$ cat config.mk
export PLATFORM = sky130hd
export DESIGN_NAME = logic_unit_arbiter_flat
export DESIGN_NICKNAME = d
export VERILOG_FILES = /design/src/rtl/logic_unit_arbiter_pkg.sv /design/src/rtl/logic_unit_arbiter_if.sv /design/src/rtl/logic_unit_arbiter_rr_arbiter.sv /design/src/rtl/logic_unit_arbiter.sv /design/src/flat_wrapper.sv
export SDC_FILE = /design/constraint.sdc
export NUM_CORES = 1
export LEC_CHECK = 0
export CAP_MARGIN = 20
export CORE_MARGIN = 5
export CORE_UTILIZATION = 45
export DETAILED_ROUTE_END_ITERATION = 10
export PLACE_DENSITY = 0.84
export SYNTH_ARGS = -nofsm -noshare
export SYNTH_HDL_FRONTEND = slang
export SYNTH_SLANG_ARGS = --single-unit
$ cat constraint.sdc
create_clock -name clk -period 6.8 [get_ports clk]
set_clock_uncertainty 0.2 [all_clocks]
set_input_delay 1.36 -clock clk [delete_from_list [all_inputs] [get_ports clk]]
set_output_delay 1.36 -clock clk [all_outputs]
set_load 0.02 [all_outputs]
$ cat src/rtl/logic_unit_arbiter_pkg.sv
// Shared types and the bitwise op helper for the logic unit arbiter.
// Opcode and FSM encodings live here so every file agrees on them.
package logic_unit_arbiter_pkg;

  typedef enum logic [1:0] {
    OP_AND  = 2'b00,
    OP_OR   = 2'b01,
    OP_XOR  = 2'b10,
    OP_NAND = 2'b11
  } logic_op_e;

  typedef enum logic [1:0] {
    IDLE = 2'b00,
    EXEC = 2'b01,
    RESP = 2'b10
  } arb_state_e;

  // Single-bit slice of the logic unit; applied per bit so any width works.
  function automatic logic logic_bit(
    logic_op_e op,
    logic      a,
    logic      b
  );
    logic r;
    r = 1'b0;
    case (op)
      OP_AND:  r = a & b;
      OP_OR:   r = a | b;
      OP_XOR:  r = a ^ b;
      OP_NAND: r = ~(a & b);
      default: r = 1'b0;
    endcase
    return r;
  endfunction

endpackage

$ cat src/rtl/logic_unit_arbiter_if.sv
// Request/response bundle between the requesters and the arbiter.
// Requester i uses bit i of each vector and slice i of the packed buses.
interface logic_unit_arbiter_if #(
  parameter int N_REQ = 4,
  parameter int W     = 8
);
  logic [N_REQ-1:0]   req_valid;
  logic [N_REQ-1:0]   req_ready;
  logic [N_REQ*W-1:0] req_a;
  logic [N_REQ*W-1:0] req_b;
  logic [N_REQ*2-1:0] req_op;
  logic [N_REQ-1:0]   rsp_valid;
  logic [N_REQ-1:0]   rsp_ready;
  logic [W-1:0]       rsp_data;

  modport master (
    output req_valid, req_a, req_b, req_op, rsp_ready,
    input  req_ready, rsp_valid, rsp_data
  );

  modport slave (
    input  req_valid, req_a, req_b, req_op, rsp_ready,
    output req_ready, rsp_valid, rsp_data
  );
endinterface

$ cat src/rtl/logic_unit_arbiter_rr_arbiter.sv
// N-way round-robin one-hot grant: first request at or above ptr,
// wrapping modulo N.
module rr_arbiter #(
  parameter int N = 4
) (
  input  logic [N-1:0]         req,
  input  logic [$clog2(N)-1:0] ptr,
  output logic [N-1:0]         grant
);

  always_comb begin
    int   idx;
    logic found;
    grant = '0;
    found = 1'b0;
    idx   = 0;
    for (int k = 0; k < N; k++) begin
      idx = int'(ptr) + k;
      if (idx >= N) idx = idx - N;
      if (!found && req[idx]) begin
        grant[idx] = 1'b1;
        found      = 1'b1;
      end
    end
  end

endmodule

$ cat src/rtl/logic_unit_arbiter.sv
// Shares one bitwise logic unit between N_REQ requesters with
// round-robin grant, one registered compute cycle and a held response.
module logic_unit_arbiter
  import logic_unit_arbiter_pkg::*;
#(
  parameter int N_REQ = 4,
  parameter int W     = 8,
  parameter int CNT_W = 16
) (
  input  logic             clk,
  input  logic             rst,
  logic_unit_arbiter_if.slave bus,
  output logic             busy,
  output logic [CNT_W-1:0] ops_done
);

  localparam int PW = $clog2(N_REQ);

  arb_state_e       state, state_nx;
  logic [PW-1:0]    rr_ptr;
  logic [PW-1:0]    winner;
  logic [PW-1:0]    gnt_idx;
  logic [N_REQ-1:0] grant;
  logic [W-1:0]     a_q, b_q;
  logic_op_e        op_q;
  logic [W-1:0]     result;
  logic [W-1:0]     data_q;
  logic             take, done;

  rr_arbiter #(.N(N_REQ)) u_arb (
    .req   (bus.req_valid),
    .ptr   (rr_ptr),
    .grant (grant)
  );

  always_comb begin
    gnt_idx = '0;
    for (int i = 0; i < N_REQ; i++) begin
      if (grant[i]) gnt_idx = PW'(i);
    end
  end

  for (genvar i = 0; i < W; i++) begin : g_bit
    assign result[i] = logic_bit(op_q, a_q[i], b_q[i]);
  end

  assign take = (state == IDLE) && (|grant);
  assign done = (state == RESP) && bus.rsp_ready[winner];

  always_comb begin
    state_nx = state;
    unique case (state)
      IDLE:    if (take) state_nx = EXEC;
      EXEC:    state_nx = RESP;
      RESP:    if (done) state_nx = IDLE;
      default: state_nx = IDLE;
    endcase
  end

  // Grant is gated by rst so nothing looks accepted while held in reset.
  always_comb begin
    bus.req_ready = '0;
    bus.rsp_valid = '0;
    if (state == IDLE && !rst) bus.req_ready = grant;
    if (state == RESP) bus.rsp_valid = N_REQ'(1) << winner;
  end

  assign busy         = (state != IDLE);
  assign bus.rsp_data = data_q;

  always_ff @(posedge clk or posedge rst) begin
    if (rst) begin
      state <= IDLE;
    end else begin
      state <= state_nx;
    end
  end

  always_ff @(posedge clk or posedge rst) begin
    if (rst) begin
      a_q    <= '0;
      b_q    <= '0;
      op_q   <= OP_AND;
      winner <= '0;
    end else if (take) begin
      a_q    <= bus.req_a[int'(gnt_idx)*W +: W];
      b_q    <= bus.req_b[int'(gnt_idx)*W +: W];
      op_q   <= logic_op_e'(bus.req_op[int'(gnt_idx)*2 +: 2]);
      winner <= gnt_idx;
    end
  end

  always_ff @(posedge clk or posedge rst) begin
    if (rst) begin
      data_q <= '0;
    end else if (state == EXEC) begin
      data_q <= result;
    end
  end

  // Pointer only advances on completion, so a stalled winner keeps priority.
  always_ff @(posedge clk or posedge rst) begin
    if (rst) begin
      rr_ptr   <= '0;
      ops_done <= '0;
    end else if (done) begin
      rr_ptr <= (winner == PW'(N_REQ-1)) ? '0 : winner + PW'(1);
      if (ops_done != {CNT_W{1'b1}}) ops_done <= ops_done + CNT_W'(1);
    end
  end

endmodule

$ cat src/flat_wrapper.sv
// flat-port wrapper written by rule: the top's interface ports become plain ports
module logic_unit_arbiter_flat import logic_unit_arbiter_pkg::*;
#(
  parameter int N_REQ = 4,
  parameter int W     = 8,
  parameter int CNT_W = 16
)
  (clk, rst, busy, ops_done, bus_req_valid, bus_req_a, bus_req_b, bus_req_op, bus_rsp_ready, bus_req_ready, bus_rsp_valid, bus_rsp_data);
  logic_unit_arbiter_if #(.N_REQ(N_REQ), .W(W)) bus_i ();
  input  logic clk;
  input  logic rst;
  output logic busy;
  output logic [CNT_W-1:0] ops_done;
  input wire logic [$bits(bus_i.req_valid)-1:0] bus_req_valid;
  input wire logic [$bits(bus_i.req_a)-1:0] bus_req_a;
  input wire logic [$bits(bus_i.req_b)-1:0] bus_req_b;
  input wire logic [$bits(bus_i.req_op)-1:0] bus_req_op;
  input wire logic [$bits(bus_i.rsp_ready)-1:0] bus_rsp_ready;
  output wire logic [$bits(bus_i.req_ready)-1:0] bus_req_ready;
  output wire logic [$bits(bus_i.rsp_valid)-1:0] bus_rsp_valid;
  output wire logic [$bits(bus_i.rsp_data)-1:0] bus_rsp_data;
  assign bus_i.req_valid = bus_req_valid;
  assign bus_i.req_a = bus_req_a;
  assign bus_i.req_b = bus_req_b;
  assign bus_i.req_op = bus_req_op;
  assign bus_i.rsp_ready = bus_rsp_ready;
  assign bus_req_ready = bus_i.req_ready;
  assign bus_rsp_valid = bus_i.rsp_valid;
  assign bus_rsp_data = bus_i.rsp_data;
  logic_unit_arbiter #(.N_REQ(N_REQ), .W(W), .CNT_W(CNT_W)) u_core (.clk(clk), .rst(rst), .bus(bus_i), .busy(busy), .ops_done(ops_done));
endmodule
==> out/results.ini <==
[yosys]
synthArstFlopShare_pct = 100.0
synth_compound_area_share_pct = 28.76
synthMuxAreaShare_pct = 3.303
syn_inst = 427
synth_top_area_cell = dfrtp_1
yosysWarnings = 0
ys_types = 55
syn-num-nets = 538
synth_area_leaders = dfrtp_1 (31%), ha_1 (9.4%), a311o_1 (4.7%)
ys_seq_area_share_pct = 31.09
synth-main-ff-cell = dfrtp_1
synthSimpleGateAreaFrac_pct = 15.41
synth_area_um2 = 3864
synth_edf_count = 0
synth_adder_area_share_pct = 9.391
synth_top_area_share_pct = 31.09
synth_seq_cells = 48
synth_xor_area_share_pct = 3.400
synth_area_per_cell_um2 = 9.048
synth_top_family_by_area = compound AO/OA/AOI/OAI gates

[drt]
firstDrtPassIters = 5
routed_wirelength_um = 11310
route.detailed.drc = 0
wire_per_inst_um = 18.01
vias = 3647
drt-vias-per-instance = 5.807
ant_nets = 0
drt_iter0_drc = 216

[global_routing]
grt.overflow.total = 0
grt_max_degree = 49
grt.total_usage_pct = 20.90
antenna_found_initial = 0
grt_pass1_vias = 3558
grt_first_pass_wirelength_um = 17530

[pwr]
power_density_nw_per_um2 = 451.7
leakagePower_nw = 2.213
ir_drop_mv = 0.2263

[setup_path]
worstPathRequired_ns = 5.24
critPathLaunchType = primary input
crit_type = in -> out
end_kind = primary output
worstPathMaxFanout = 20
critical_path_arrival_ns = 4.18

[cts]
ctsHoldBuffers = 0
post_cts_resized = 0
cts_inserted_buffers = 5
cts_tree = done
postCtsSetupBuffers = 0
cts.path.max_buffers = 2
clk_pin_slew_ns = 0.08
clock_latency_ns = 0.30
clockRootBuffer = clkbuf_8
clkSinkCount = 48
htree_levels = 2

[sta]
slew_headroom_pct = 34.09
clock.fmax_mhz = 174.1
min_period_ns = 5.745
drv_slew = 0
finalCritPeriodShare_pct = 84.48
finalSetupViolCount = 0
finalHoldViolCount = 0
rsz0062_at_grt = false
worst_pin_slew_ns = 0.9886
hold_slack_ns = 0.2804
setup_tns_ns = 0

[layout]
final_cell_mix = clkdlybuf4s50_1 (114), dfrtp_1 (48), inv_1 (43)
area_delta_synth_final_pct = 32.29
n_antenna_cell = 0
fillers = 700
seq_area_um2 = 1201
layoutNonFillerInstCount = 628
post-route-cell-area_um2 = 5111
drive_gt1_share_pct = 8.222
multi_input_area_um2 = 2338
final_common_cell = clkdlybuf4s50_1
nets = 634

[placed_design]
gp_congestion = 0.9194
place_area_um2 = 5014
io_buffers = 114
dp_hpwl_um = 8637
dp.cells = 620

[die]
dieArea_um2 = 10540
core_um2 = 8299
die_h_um = 102.7
start_util_pct = 46.56
ios = 115
fp.dieW_um = 102.7
num_rows = 33

[run_status]
status = complete, no violations

[hold_path]
hp-class = reg -> reg

[job]
maxCapViolations = 0

per-stage QoR:
stage | utilization [%] | total power [W] | setup WS [ns]
after global placement | 60.41 | 0.002060 | 1.155
after floorplan | - | 0.001740 | 2.088
final | 61.59 | 0.002309 | 1.055
after detailed placement | 60.41 | 0.002131 | 1.078
after CTS | 61.34 | 0.002301 | 1.064
after global routing | 61.59 | 0.002480 | 0.8697
final cells by class:
class,instances,share of cell area (%)
Clock buffer,6,1.420
Clock inverter,1,0.09792
Inverter,45,3.354
Multi-Input combinational cell,304,45.75
Sequential cell,48,23.50
Tap cell,105,2.570
Timing Repair Buffer,119,23.30
worst max-delay path, stage by stage:
cell and delay (ns):
clkdlybuf4s50_1 0.50, mux4_2 0.62, nand3b_1 0.21, nand2_1 0.45
nor3_2 0.10, nor3_1 0.28, clkdlybuf4s50_1 0.66
path summary, 6_finish.rpt:
path                                        start  slack (ns)                endpoint  cells after the start
min                        u_core.bus.rsp_data[6]        0.28  u_core.bus.rsp_data[6]                      2
max in group asynchronous                     rst        4.54  u_core.bus.rsp_data[2]                      3
min reg2reg                u_core.bus.rsp_data[6]        0.28  u_core.bus.rsp_data[6]                      2
max reg2reg                      u_core.rr_ptr[0]        2.33        u_core.winner[0]                      9
min in group asynchronous                     rst        1.35           u_core.b_q[6]                      2
max                              bus_req_valid[3]        1.06        bus_req_ready[2]                      7
state kept, by name, summed over array words and instances (netlist names):
| signal | count |
|---|---|
| u_core.a_q | 8 |
| u_core.state | 2 |
| u_core.bus.rsp_data | 8 |
| u_core.winner | 2 |
| u_core.rr_ptr | 2 |
| u_core.ops_done | 16 |
| u_core.op_q | 2 |
| u_core.b_q | 8 |
synth_stat cells (2+ instances only):
cell / instances
and3_1: 3
o31a_1: 18
a32oi_2: 10
buf_6: 3
buf_1: 4
nand3b_1: 2
nor3b_1: 3
and3b_1: 2
nand3_2: 2
a311o_1: 18
and4_1: 3
mux2_2: 2
a21oi_1: 34
nand4_1: 2
a32oi_1: 8
nor2_1: 21
nand2_1: 19
or3b_1: 2
ha_1: 29
xor2_1: 6
and2_1: 7
nor3_1: 5
o21ai_1: 2
buf_2: 6
a211oi_1: 9
nand2b_1: 6
mux4_2: 4
nand3_1: 23
dfrtp_1: 48
clkbuf_1: 15
inv_1: 44
xnor2_1: 9
o21ai_0: 36
cells by family after synthesis:
group / Yosys count
compound gates: 145
simple gates: 108
buf+inv: 75
flops: 48
fa+ha+maj: 29
xor+xnor: 15
mux: 7
power by group:
group          total (W)  switching [W]  internal, W  leakage (nW)
logic            0.00161       0.000920     0.000693          1.58
registers       0.000533       0.000129     0.000404         0.587
clock network   0.000163      0.0000925    0.0000701        0.0410
total            0.00231        0.00114      0.00117          2.21
layer usage:
metal	global-route usage [%]	part of all wire [%]	vias to the layer above
li1	-	-	1748
met1	27.87	43	1759
met2	34.16	47	120
met3	5.007	8.0	20
met4	5.348	1.8	0
met5	0	0	-
No activity file was read; power rests on OpenSTA's default activity.
